**config.mk**
```make
export PLATFORM = sky130hd
export DESIGN_NAME = edge_map_writer
export DESIGN_NICKNAME = d
export VERILOG_FILES = /design/src/rtl/edge_map_writer.sv
export SDC_FILE = /design/constraint.sdc
export NUM_CORES = 1
export LEC_CHECK = 0
export CAP_MARGIN = 20
export CORE_MARGIN = 2
export CORE_UTILIZATION = 60
export CTS_BUF_LIST = sky130_fd_sc_hd__clkbuf_4
export CTS_CLUSTER_DIAMETER = 120
export DETAILED_ROUTE_END_ITERATION = 6
export PLACE_DENSITY = 0.86
export SLEW_MARGIN = 0
export SYNTH_ARGS = -nofsm -noshare
export SYNTH_HDL_FRONTEND = slang
export SYNTH_SLANG_ARGS = --single-unit
```
**constraint.sdc**
```tcl
create_clock -name clk -period 4.5 [get_ports clk]
set_input_delay 1.125 -clock clk [delete_from_list [all_inputs] [get_ports clk]]
set_output_delay 1.125 -clock clk [all_outputs]
set_load 0.05 [all_outputs]
```
**src/rtl/edge_map_writer.sv**
```systemverilog
// edge_map_writer: packs a raster edge stream into bytes for the edge-map RAM, with optional border masking
module edge_map_writer #(
  parameter int W = 224,
  parameter int H = 224,
  parameter int ADDR_W = 13,
  parameter bit MASK_BORDER = 1'b1
) (
  input  logic              clk,
  input  logic              rst,
  input  logic              start,
  input  logic              pix_valid,
  input  logic              pix_in,
  output logic              mem_we,
  output logic [ADDR_W-1:0] mem_addr,
  output logic [7:0]        mem_data,
  output logic              busy,
  output logic              done,
  output logic [15:0]       edge_count
);
  localparam int CW = $clog2(W);
  localparam int RW = (H > 1) ? $clog2(H) : 1;
  typedef enum logic [1:0] {IDLE, RUN, LAST, DONE} state_t;
  state_t state_q, state_d;
  logic [CW-1:0] col_q, col_d;
  logic [RW-1:0] row_q, row_d;
  logic [2:0] bit_cnt_q, bit_cnt_d;
  logic [ADDR_W-1:0] idx_q, idx_d, mem_addr_q, mem_addr_d;
  logic [7:0] shreg_q, shreg_d, mem_data_q, mem_data_d;
  logic mem_we_q, mem_we_d, busy_q, busy_d, done_q, done_d;
  logic [15:0] edge_count_q, edge_count_d;
  logic col_end, border, p;
  always_comb begin
    col_end = col_q == CW'(W - 1);
    border = col_q == '0 || col_end || row_q == '0 || row_q == RW'(H - 1);
    p = pix_in & ~(MASK_BORDER & border);
    state_d = state_q;
    col_d = col_q;
    row_d = row_q;
    bit_cnt_d = bit_cnt_q;
    idx_d = idx_q;
    shreg_d = shreg_q;
    mem_we_d = 1'b0;
    mem_addr_d = mem_addr_q;
    mem_data_d = mem_data_q;
    busy_d = busy_q;
    done_d = done_q;
    edge_count_d = edge_count_q;
    if ((state_q == IDLE || state_q == DONE) && start) begin
      state_d = RUN;
      col_d = '0;
      row_d = '0;
      bit_cnt_d = '0;
      idx_d = '0;
      shreg_d = '0;
      edge_count_d = '0;
      busy_d = 1'b1;
      done_d = 1'b0;
    end else if (state_q == RUN && pix_valid) begin
      shreg_d[bit_cnt_q] = p;
      edge_count_d = edge_count_q + {15'd0, p & ~&edge_count_q};
      col_d = col_end ? '0 : col_q + CW'(1);
      row_d = col_end ? row_q + RW'(1) : row_q;
      bit_cnt_d = bit_cnt_q + 3'd1;
      if (&bit_cnt_q) begin
        mem_we_d = 1'b1;
        mem_addr_d = idx_q;
        mem_data_d = {p, shreg_q[6:0]};
        idx_d = idx_q + ADDR_W'(1);
      end
      if (col_end && row_q == RW'(H - 1)) state_d = LAST;
    end else if (state_q == LAST) begin
      state_d = DONE;
      busy_d = 1'b0;
      done_d = 1'b1;
    end
  end
  always_ff @(posedge clk) begin
    if (rst) begin
      state_q <= IDLE;
      col_q <= '0;
      row_q <= '0;
      bit_cnt_q <= '0;
      idx_q <= '0;
      shreg_q <= '0;
      mem_we_q <= 1'b0;
      mem_addr_q <= '0;
      mem_data_q <= '0;
      busy_q <= 1'b0;
      done_q <= 1'b0;
      edge_count_q <= '0;
    end else begin
      state_q <= state_d;
      col_q <= col_d;
      row_q <= row_d;
      bit_cnt_q <= bit_cnt_d;
      idx_q <= idx_d;
      shreg_q <= shreg_d;
      mem_we_q <= mem_we_d;
      mem_addr_q <= mem_addr_d;
      mem_data_q <= mem_data_d;
      busy_q <= busy_d;
      done_q <= done_d;
      edge_count_q <= edge_count_d;
    end
  end
  assign mem_we = mem_we_q;
  assign mem_addr = mem_addr_q;
  assign mem_data = mem_data_q;
  assign busy = busy_q;
  assign done = done_q;
  assign edge_count = edge_count_q;
endmodule

```
==> out/qor.yml, run 1 <==
run_status: "completed"
vias: 3103
grt_max_degree: 31
critPathLaunchType: "input port"
ys_types: 40
grt_pass1_vias: 2791
final_area_sq_um: 4154
cts_num_sinks: 81
dp_hpwl_um: 5248
synth-edff-count: 0
tightest_slew_ns: 0.5311
cts_buffer_depth: 2
swShare: 0.2480
avgSynthCellArea_sq_um: 8.229
drt_pass1_iterations: 4
die_h_um: 80.62
synth_area_sq_um: 3522
ys_seq_area_frac: 0.4604
p_comb_frac: 0.044
crit_type: "input port to flip-flop"
avgViaCountPerCell: 5.662
clock_power_share: 0.324
antenna_cells: 0
ant_nets: 0
insertion_delay_ns: 0.42
dp.cells: 531
totalPowerFinal_uw: 1141
nets: 487
cts_tree: "yes"
gp_congestion: 0.8822
vdd_ir_drop_max_mv: 0.1891
worst_ep_required_time_ns: 4.82
setup_viol: 0
area_growth_pct: 17.94
cts.repair.resized: 0
synthAdderAreaFrac: 0.03908
drc: 0
layout-drive-gt1-share: 0.06303
async_flop_share: 0
hold_ws_ns: 0.4642
fin_setup_tns_ns: 0
rows: 27
wl_um: 7283
synth_fp_nets: 444
p_per_area_nw_per_um2: 274.7
p_int_uw: 858.2
netSwitchingPower_uw: 283.0
final.period_utilization: 0.6438
arrival_ns: 3.21
grt_overflow_total: 0
slew_violations: 0
io_pins: 45
wl_per_cell_um: 13.29
io_buffers: 44
placed_area_sq_um: 4024
hp-class: "flip-flop to flip-flop"
ys_ff_latch: 81
postCtsHoldBufs: 0
cts_max_level: 3
rsz0062_at_grt: "false"
critPathMaxFanout: 22
root_buffer: "clkbuf_4"
max_freq_mhz: 345.2
synthXorXnorAreaFrac: 0.07957
synth_flop_cell: "dfxtp_1"
start_util: 0.6319
netlist_instances: 428
antenna_found_initial: 0
die_w_um: 80.62
critPathCaptureType: "flip-flop"
first_iter_violations: 178
ys_warn_count: 0
fin_crit_ns: 2.897
dieArea_sq_um: 6499
grt_first_pass_wirelength_um: 12230
power_leakage_uw: 0.001326
hold_violations: 0
cts_buffers: 9
yosys.area_share.simple: 0.2909
final_cells: 548
seqPwrFrac: 0.632
fp.coreArea_sq_um: 5574
max_slew_margin: 0.6448
drv_cap: 0
clock-skew-final_ns: 0.01346
grt_usage: 0.2385
synth_compound_area_frac: 0.09023
postCtsSetupRepairBufs: 0
synth_top_family_by_area: "simple AND/OR/NAND/NOR gates"
synth_mux_area_frac: 0.005684
clk_pin_slew_worst_paths_ns: 0.12
-- cells in the final DEF (no fill, tap or decap), types with 2 or more instances in the layout --
master           netlist  routed
nand4_1               15      15
dfxtp_1               81      81
nor4b_1                3       3
ha_1                  11      11
a21oi_1               33      33
and4_1                 2       2
clkinvlp_4             0       3
o21ai_0                4       4
xor2_1                 9       9
a211oi_1               2       2
or4_1                  3       3
xnor2_1               23      23
o211ai_1               2       2
and3_1                 4       4
clkdlybuf4s50_1        0      44
nor3_1                13      13
nor2_1                46      46
nand2b_1               4       4
or3_1                  5       5
mux2i_1                2       2
inv_1                 13      13
buf_4                  0       5
clkinv_2               0       2
nand3b_1               3       3
a31o_2                 2       2
o22ai_1                7       7
nand2_1               81      81
nand3_1               20      20
a31oi_1                2       2
nor4_1                 9       9
clkbuf_4               0      11
-- logic make-up (layout without fill, tap and decap cells) --
family	after synthesis	in the layout
simple gates	215	215
fa+ha+maj	11	11
flops	81	81
compound gates	56	56
buf+inv	31	79
xor+xnor	32	32
mux	2	2
-- power groups by stage --
| stage | clock network (uW) | registers [uW] | logic, uW |
|---|---|---|---|
| 2_1_floorplan | 0 | 740 | 29.9 |
| 3_3_place_gp | 0 | 737 | 46.8 |
| 3_5_place_dp | 0 | 737 | 47.5 |
| 4_1_cts | 374 | 721 | 47.7 |
| 5_1_grt | 406 | 722 | 55.1 |
| 6_report | 369 | 721 | 50.5 |
-- area by class of cell --
cell class	count	area, sq um
multi-input cells	316	1785
flip-flops and latches	81	1622
fillers	421	1420
repair buffers	50	493.0
well taps	72	90.09
clock buffers	11	82.58
inverters	13	48.80
clock inverters	5	32.53
-- critical path, stage by stage --
cell and delay (ns):
clkdlybuf4s50_1 0.76, nand3_1 0.27, or3b_2 0.73, o41ai_1 0.33
-- layer usage --
layer	vias up	global-route usage	part of all wire
li1	1562	-	-
met1	1441	0.3081	0.45
met2	89	0.3933	0.47
met3	11	0.04045	0.061
met4	0	0.1000	0.016
met5	-	0	0
-- path summary, 6_finish.rpt --
path	start	endpoint	slack, ns	depth (start not counted)
worst max-delay path	pix_valid	mem_data[7]	1.60	4
worst max register to register	col_q[0]	edge_count[14]	1.70	11
worst min register to register	shreg_q[3]	mem_data[3]	0.46	2
worst min-delay path	shreg_q[3]	mem_data[3]	0.46	2
-- state kept, by name, summed over array words and instances (netlist names) --
name and flops:
done 1, bit_cnt_q 3, shreg_q 7, col_q 8, mem_we 1, edge_count 16
state_q 2, busy 1, mem_addr 13, row_q 8, idx_q 13, mem_data 8
-- cell usage after synthesis, types with 2 or more instances --
library cell / count / area [sq um]
dfxtp_1: 81 / 1622
nand2_1: 81 / 304.0
nor2_1: 46 / 172.7
a21oi_1: 33 / 165.2
xnor2_1: 23 / 201.4
nand3_1: 20 / 100.1
clkbuf_1: 15 / 56.30
nand4_1: 15 / 93.84
inv_1: 13 / 48.80
nor3_1: 13 / 65.06
ha_1: 11 / 137.6
nor4_1: 9 / 56.30
xor2_1: 9 / 78.83
o22ai_1: 7 / 43.79
or3_1: 5 / 31.28
and3_1: 4 / 25.02
nand2b_1: 4 / 25.02
o21ai_0: 4 / 20.02
nand3b_1: 3 / 22.52
nor4b_1: 3 / 26.28
or4_1: 3 / 22.52
a211oi_1: 2 / 15.01
a31o_2: 2 / 17.52
a31oi_1: 2 / 12.51
and4_1: 2 / 17.52
buf_2: 2 / 10.01
mux2i_1: 2 / 20.02
o211ai_1: 2 / 15.01
-- metrics by stage --
step	setup WS, ns	utilization
floorplan	2.067	-
global placement	1.253	0.7219
detailed placement	1.162	0.7219
CTS	1.602	0.7425
global route	1.433	0.7452
finish	1.603	0.7452
No activity file was read; power rests on OpenSTA's default activity.
==> run 2, diff against run 1 <==
- CORE_UTILIZATION: 60 -> 57
- PLACE_DENSITY: 0.86 -> 0.82
- clock period: 4.5 -> 2.8 ns (I/O delays scaled with it)
==> run 2 against run 1 <==
Effect of this change: core utilization down 3.3 points; sequential cell count is the same; sequential power grew 61%; clock skew increased by 0.0067 ns; die area up 5.0%; routed wire length up 2.9%; largest cell class unchanged.
==> out/qor.yml, run 2 (synthesis results as in run 1) <==
regArea_sq_um: 1622  # unchanged
postCtsSetupRepairBufs: 0  # unchanged
drc: 0  # unchanged
final_cells: 558  # +1.8%
r2r_cells: 11  # unchanged
dp_hpwl_um: 5365  # +2.2%
reg2reg_to: "edge_count[8]"
fp.coreArea_sq_um: 5956  # +6.8%
largest_reg_flops: 16  # unchanged
dp.cells: 542  # +2.1%
netSwitchingPower_uw: 457.7  # +62%
busiest_layer: "met2"
first_iter_violations: 191  # +7.3%
die_w_um: 82.61  # +2.5%
final_area_sq_um: 4244  # +2.2%
fin_setup_tns_ns: 0  # unchanged
hp-class: "flip-flop to flip-flop"
use_met3: 0.05217  # +0.01172
max_freq_mhz: 401.9
cts.repair.resized: 0  # unchanged
reg2reg_slack_ns: 0.31  # -1.39 ns
tightest_slew_ns: 0.6289  # +0.09784 ns
grtUsageMet1: 0.2891  # -0.01901
drv_cap: 0  # unchanged
max_slew_margin: 0.5798  # -0.06501
crit_type: "flip-flop to flip-flop"
swShare: 0.2277  # -0.02028
crit_start: "row_q[1]"
root_buffer: "clkbuf_4"
rsz0062_at_grt: "false"
clk_pin_slew_worst_paths_ns: 0.13  # about the same
gp_congestion: 0.8950  # +1.5%
cts_tree: "yes"
ant_nets: 0  # unchanged
critPathLaunchType: "flip-flop"
slew_violations: 0  # unchanged
clock-skew-final_ns: 0.02019  # +0.006735 ns
start_util: 0.5914  # -0.04049
p_per_area_nw_per_um2: 473.6  # +72%
insertion_delay_ns: 0.43  # about the same
rows: 28  # +3.7%
wl_um: 7492  # +2.9%
postCtsHoldBufs: 0  # unchanged
antenna_cells: 0  # unchanged
wl_per_cell_um: 13.43  # +1.0%
worst_ep_required_time_ns: 3.13  # -1.69 ns
run_status: "completed"
antenna_found_initial: 0  # unchanged
cts_num_sinks: 81  # unchanged
io_buffers: 44  # unchanged
layout-drive-gt1-share: 0.07246  # +0.009439
clock_power_share: 0.380  # +0.056
num-fill-cells: 484  # +15%
area_growth_pct: 20.50
fin_crit_ns: 2.488
io_pins: 45  # unchanged
vias: 3118  # +0.48%
arrival_ns: 2.82  # -0.39 ns
p_int_uw: 1552  # +81%
placed_area_sq_um: 4088  # +1.6%
grt_pass1_vias: 2825  # +1.2%
setup_viol: 0  # unchanged
r2r-start: "row_q[1]"
use_met2: 0.4000  # +0.006667
vdd_ir_drop_max_mv: 0.3151  # +67%
power_leakage_uw: 0.001382  # +4.2%
die_h_um: 82.61  # +2.5%
cts_buffers: 9  # unchanged
critPathCaptureType: "flip-flop"
dieArea_sq_um: 6824  # +5.0%
critPathMaxFanout: 4  # -82%
most-common-layout-cells: "nand2_1, dfxtp_1, nor2_1"
grt_usage: 0.2365  # -0.002058
hold_violations: 0  # unchanged
cts_buffer_depth: 2  # unchanged
avgViaCountPerCell: 5.588  # -1.3%
nets: 494  # +1.4%
grt_first_pass_wirelength_um: 12370  # +1.2%
p_comb_frac: 0.043  # about the same
cts_max_level: 3  # unchanged
drt_pass1_iterations: 4  # unchanged
grt_max_degree: 23  # -26%
final.period_utilization: 0.8887
seqPwrFrac: 0.577  # -0.055
cp-endpoint: "edge_count[8]"
grt_overflow_total: 0  # unchanged
multi_input_area_sq_um: 1785  # unchanged
## run 2: cell count changes in the layout (fill, tap and decap cells not counted), moves of 2 or more
cell	previous run	this run
buf_4	5	13
clkinvlp_4	3	0
clkinv_1	0	2
bufinv_16	0	2
## run 2: cell type report
class                           count  share of cell area
Clock inverter                      6             0.01916
Clock buffer                       10             0.01769
Multi-Input combinational cell    316              0.4207
Tap cell                           75             0.02211
Timing Repair Buffer               57              0.1268
Inverter                           13             0.01150
Sequential cell                    81              0.3821
## run 2: how the worst min path moves through the flow
stage	cells after the start	end	startpoint	slack (ns)
3_5_place_dp	2	mem_data[2]	shreg_q[2]	0.45
3_3_place_gp	2	mem_data[2]	mem_data[2]	0.44
6_report	2	mem_data[0]	shreg_q[0]	0.46
2_1_floorplan	2	mem_data[0]	shreg_q[0]	0.43
5_1_grt	2	mem_addr[3]	mem_addr[3]	0.48
4_1_cts	2	mem_data[2]	shreg_q[2]	0.46
## run 2: layer usage
layer	up-vias	routed length (um)
met3	13	275
met2	60	3605
met4	0	130
met5	-	0
met1	1469	3479
li1	1576	-
## run 2: power by group through the flow
stage	Clock, uW	Combinational [uW]	Sequential [uW]
after CTS	776	84.7	1160
after floorplan	0	48.1	1190
after global routing	826	93.2	1160
final	764	85.7	1160
after global placement	0	82.7	1190
after detailed placement	0	84.2	1190
## run 2: through the flow
stage	setup slack (ns)	total power [uW]	utilization	hold WS, ns
floorplan	0.3673	1237	-	0.4322
global placement	0.2062	1268	0.6863	0.4446
detailed placement	0.1183	1270	0.6863	0.4452
CTS	0.2876	2021	0.7126	0.4606
global route	0.1691	2080	0.7126	0.4826
finish	0.3117	2010	0.7126	0.4624
## run 2: worst max-delay path, stage by stage, from the launching register on
cell and delay, ns:
dfxtp_1 0.42, ha_1 0.24, nand2_1 0.06, or4_1 0.51, nand3_1 0.16, a211oi_1 0.06, ha_1 0.22, ha_1 0.20
and3_1 0.22, nand4_1 0.11, xor2_1 0.15, nor2_1 0.05
